`config.mk`:
```
export PLATFORM = sky130hd
export DESIGN_NAME = b2d_decoder
export DESIGN_NICKNAME = d
export VERILOG_FILES = /design/src/rtl/b2d_pkg.sv /design/src/rtl/b2d_sync.sv /design/src/rtl/b2d_decoder.sv
export SDC_FILE = /design/constraint.sdc
export NUM_CORES = 1
export LEC_CHECK = 0
export CAP_MARGIN = 20
export CORE_MARGIN = 2
export CORE_UTILIZATION = 42
export CTS_CLUSTER_SIZE = 10
export DETAILED_ROUTE_END_ITERATION = 6
export PLACE_DENSITY = 0.74
export SKIP_CTS_REPAIR_TIMING = 1
export SYNTH_ARGS = -nofsm -noshare
export SYNTH_HDL_FRONTEND = slang
export SYNTH_SLANG_ARGS = --single-unit
```
`constraint.sdc`:
```
create_clock -name clk -period 1 [get_ports clk]
set_input_delay 0.15 -clock clk [delete_from_list [all_inputs] [get_ports clk]]
set_output_delay 0.15 -clock clk [all_outputs]
set_load 0.02 [all_outputs]
```
`src/rtl/b2d_pkg.sv`:
```
// Shared types for the binary-to-decimal indicator decoder.
// Pure declarations; no latency, no flow control.
package b2d_pkg;

    localparam int CODE_W    = 4;
    localparam int DIGIT_MAX = 9;

    typedef logic [CODE_W-1:0]  code_t;
    typedef logic [DIGIT_MAX:1] onehot_t;

    // Codes outside 1..DIGIT_MAX map to an all-clear vector.
    function automatic onehot_t digit_onehot(input code_t code);
        onehot_t oh;
        oh = '0;
        for (int k = 1; k <= DIGIT_MAX; k++) begin
            if (code == code_t'(k)) begin
                oh[k] = 1'b1;
            end
        end
        return oh;
    endfunction

endpackage

```
`src/rtl/b2d_sync.sv`:
```
// N-stage nibble synchronizer, latency N edges (N=0 is a wire).
// No backpressure: samples every edge, stages clear to zero on reset.
module b2d_sync
    import b2d_pkg::*;
#(
    parameter int N = 0
) (
    input  logic  clk,
    input  logic  rst_n,
    input  code_t din,
    output code_t dout
);

    if (N == 0) begin : g_pass
        logic unused_clk_rst;
        assign unused_clk_rst = ^{clk, rst_n};
        assign dout = din;
    end else begin : g_stages
        code_t stage_d [N];
        code_t stage_q [N];

        always_comb begin
            stage_d[0] = din;
            for (int i = 1; i < N; i++) begin
                stage_d[i] = stage_q[i-1];
            end
        end

        always_ff @(posedge clk or negedge rst_n) begin
            if (!rst_n) begin
                for (int i = 0; i < N; i++) begin
                    stage_q[i] <= '0;
                end
            end else begin
                for (int i = 0; i < N; i++) begin
                    stage_q[i] <= stage_d[i];
                end
            end
        end

        assign dout = stage_q[N-1];
    end

endmodule

```
`src/rtl/b2d_decoder.sv`:
```
// Registered 4-bit code to one-hot digit/zero/err decoder with change pulse.
// Latency 1+SYNC_STAGES edges; no backpressure, outputs update every edge.
module b2d_decoder
    import b2d_pkg::*;
#(
    parameter int SYNC_STAGES    = 0,
    parameter bit OUT_ACTIVE_LOW = 1'b0
) (
    input  logic clk,
    input  logic rst_n,
    input  logic a0,
    input  logic a1,
    input  logic a2,
    input  logic a3,
    output logic b1,
    output logic b2,
    output logic b3,
    output logic b4,
    output logic b5,
    output logic b6,
    output logic b7,
    output logic b8,
    output logic b9,
    output logic zero,
    output logic err,
    output logic chg
);

    if (SYNC_STAGES < 0 || SYNC_STAGES > 3) begin : g_bad_sync_stages
        $error("b2d_decoder: SYNC_STAGES must be in 0..3");
    end

    code_t code_in;
    code_t code_sync;

    assign code_in = {a0, a1, a2, a3};

    b2d_sync #(
        .N(SYNC_STAGES)
    ) u_sync (
        .clk  (clk),
        .rst_n(rst_n),
        .din  (code_in),
        .dout (code_sync)
    );

    code_t   code_d,  code_q;
    onehot_t b_d,     b_q;
    logic    zero_d,  zero_q;
    logic    err_d,   err_q;
    logic    chg_d,   chg_q;

    // code_q still holds the previous registered code when the next one is
    // loaded, so it doubles as prev_code and chg is registered with the decode.
    always_comb begin
        code_d = code_sync;
        b_d    = digit_onehot(code_d) ^ {DIGIT_MAX{OUT_ACTIVE_LOW}};
        zero_d = (code_d == '0) ^ OUT_ACTIVE_LOW;
        err_d  = code_d > code_t'(DIGIT_MAX);
        chg_d  = code_d != code_q;
    end

    always_ff @(posedge clk or negedge rst_n) begin
        if (!rst_n) begin
            code_q <= '0;
            b_q    <= {DIGIT_MAX{OUT_ACTIVE_LOW}};
            zero_q <= OUT_ACTIVE_LOW;
            err_q  <= 1'b0;
            chg_q  <= 1'b0;
        end else begin
            code_q <= code_d;
            b_q    <= b_d;
            zero_q <= zero_d;
            err_q  <= err_d;
            chg_q  <= chg_d;
        end
    end

    assign b1   = b_q[1];
    assign b2   = b_q[2];
    assign b3   = b_q[3];
    assign b4   = b_q[4];
    assign b5   = b_q[5];
    assign b6   = b_q[6];
    assign b7   = b_q[7];
    assign b8   = b_q[8];
    assign b9   = b_q[9];
    assign zero = zero_q;
    assign err  = err_q;
    assign chg  = chg_q;

endmodule

```
==> metrics.yaml <==
grt:
  grt_max_degree: 17
  grtUsageTotal_pct: 15.4
  overflow: 0
  grt_pass1_wl_microns: 1440
  first_global_vias: 317
  antenna_found_initial: 0
synthesis:
  ys_ff_latch: 16
  synth.most_common_cell: "dfrtp_1"
  seq_area_frac_synth_pct: 73.2
  mappedNetlistArea_sq_um: 547
  syn_nets: 46
  yosysWarnings: 0
  synth_ff_type: "dfrtp_1"
  synth_top_area_share_pct: 73.2
  yosysTopAreaCell: "dfrtp_1"
  yosys-top-cells-count: "16 x dfrtp_1, 5 x nor3_1, 4 x nor2_1, 4 x xnor2_1"
  ys_types: 11
  async_flop_share_pct: 100
  synth.area.top_cells: "dfrtp_1 73%, xnor2_1 6.4%, nor3_1 4.6%, nand2b_1 3.4%, buf_2 2.7%"
  syn_avg_cell_area_sq_um: 13.7
  syn-instance-count: 40
  synth_edf_count: 0
floorplan:
  rows: 13
  die-area_sq_um: 1610
  core_sq_um: 1250
  start_util_pct: 43.7
  die_x_microns: 40.1
  die_h_microns: 40.1
  ioPinCount: 18
power_and_ir_drop:
  seqPwrFrac_pct: 55.0
  p_switching_uw: 279
  irDropWorstVdd_v: 0.00121
  power_leakage_nw: 0.359
  finalPower_mw: 1.23
  combinationalPowerShare_pct: 10.9
  swShare_pct: 22.6
  clkPwrFrac_pct: 34.1
  internal_power_uw: 952
  p_per_area_nw_per_um2: 1680
drt:
  routedWlPerCell_microns: 11.7
  via_count: 358
  drt-total-wl_microns: 898
  antenna_left: 0
  drt_iter0_markers: 1
  drc: 0
  first_pass_iters: 2
  via_per_inst: 4.65
sta:
  grt_setup_unrepaired: "true"
  setup_slack_ns: 0.0301
  fmax_mhz: 1030
  finalClockSkew_ns: 0.000771
  worst_slew_pin_slew_ns: 0.316
  relSlewSlack_pct: 78.7
  finalSetupViolCount: 0
  fin_crit_sh_pct: 97.0
  period_needed_ns: 0.970
  final_hold_viol_count: 0
  drv_slew: 0
final_layout:
  fin_nets: 69
  fin_util_pct: 58.5
  seq_area_sq_um: 400
  multi_input_area_sq_um: 131
  final_area_sq_um: 733
  layout-drive-gt1-share_pct: 33.9
  diodes: 0
  nFillCells: 118
  area_growth_pct: 34.1
setup_path:
  crit_type: "reg -> out"
  crit_slowest_cell: "dfrtp_1"
  reg2reg_depth: 2
  crit_buf_inv: 1
  cp.required_ns: 0.85
  crit_start: "err$_DFF_PN0_"
  crit_cells: 1
  rr_startpoint: "code_q[3]$_DFF_PN0_"
  worstSetupStartpointType: "register"
  crit_family: "flip-flops"
  crit_path_end: "err"
  worstPathCellList: "clkbuf_2"
  cp-end-kind: "output pin"
  crit_arrival_ns: 0.82
  rrSetupSlack_ns: 0.25
  crit_fanout: 1
  crit_path_max_incr_delay_ns: 0.38
  reg2reg_to: "chg$_DFF_PN0_"
clock_tree:
  cts_buffers: 3
  clock_latency_ns: 0.29
  cts_root_buf: "clkbuf_4"
  clk_path_buf_depth: 2
  cts_htree_levels: 1
  cts_tree: "done"
  cts.clk_slew.worst_paths_ns: 0.09
  numClockSinks: 16
place:
  gp_congestion: 0.761
  dp_slack_ns: -0.229
  portBuffers: 17
  placed_cell_area_sq_um: 751
  dpl.hpwl_microns: 660
job:
  max-cap-violations: 0
run_status:
  status: "completed"
hold_path:
  hp-class: "in -> async"
-- per-layer routing --
| metal | up-vias | share of wire, % | global-route usage [%] |
|---|---|---|---|
| li1 | 174 | - | - |
| met1 | 166 | 41 | 18.5 |
| met2 | 14 | 47 | 22.2 |
| met3 | 4 | 6.0 | 1.67 |
| met4 | 0 | 5.2 | 18.1 |
| met5 | - | 0 | 0 |
-- metrics by stage --
step / cells / hold WS (ns) / setup TNS [ns]
after floorplan: 40 / -0.146 / 0
after global placement: 73 / 0.478 / -2.38
after detailed placement: 73 / 0.488 / -2.71
after CTS: 77 / 0.178 / -4.49
after global routing: 77 / 0.185 / -0.00545
final: 77 / 0.175 / 0
-- power by group through the flow --
stage / Combinational (mW) / Clock, mW / Sequential [mW]
after floorplan: 0.0492 / 0 / 0.709
after global placement: 0.148 / 0 / 0.689
after detailed placement: 0.150 / 0 / 0.690
after CTS: 0.150 / 0.427 / 0.677
after global routing: 0.150 / 0.457 / 0.680
final: 0.134 / 0.420 / 0.677
-- placed cells by master (no fill, tap or decap) --
cell,instances
o21a_1,1
clkdlybuf4s50_1,5
xnor2_1,4
clkbuf_2,11
buf_6,1
clkbuf_8,1
buf_4,4
dfrtp_1,16
nor2_1,4
nand4_1,1
nand2_1,1
clkbuf_4,3
nor3_1,5
nand2b_4,1
nand2b_1,3
nor4_1,1
-- how the worst min path moves through the flow --
stage               startpoint               end  slack, ns
finish                   rst_n  b_q[4]$_DFF_PN0_       0.17
global route             rst_n  b_q[6]$_DFF_PN0_       0.18
CTS                      rst_n  b_q[3]$_DFF_PN0_       0.18
detailed placement       rst_n  b_q[4]$_DFF_PN0_       0.49
global placement         rst_n  b_q[6]$_DFF_PN0_       0.48
floorplan                rst_n  b_q[0]$_DFF_PN0_      -0.15
-- state kept, by name, indices dropped and copies added, names as in the netlist --
signal,cells
b_q,9
chg,1
code_q,4
err,1
zero,1
-- cell type report --
| type | instances | area share [%] |
|---|---|---|
| clock buffer | 4 | 4.95 |
| timing repair buffer | 21 | 20.0 |
| tap | 15 | 2.56 |
| sequential | 16 | 54.6 |
| multi-input combinational | 21 | 17.9 |
-- cell families after synthesis --
family                    count (synthesis)  synth area share [%]
xor gates and xnor gates                  4                  6.41
and+or+nand+nor                          16                  16.2
buffers and inverters                     3                  2.75
DFF                                      16                  73.2
AOI/OAI and AO/OA                         1                  1.37
No activity file was read; power rests on OpenSTA's default activity.
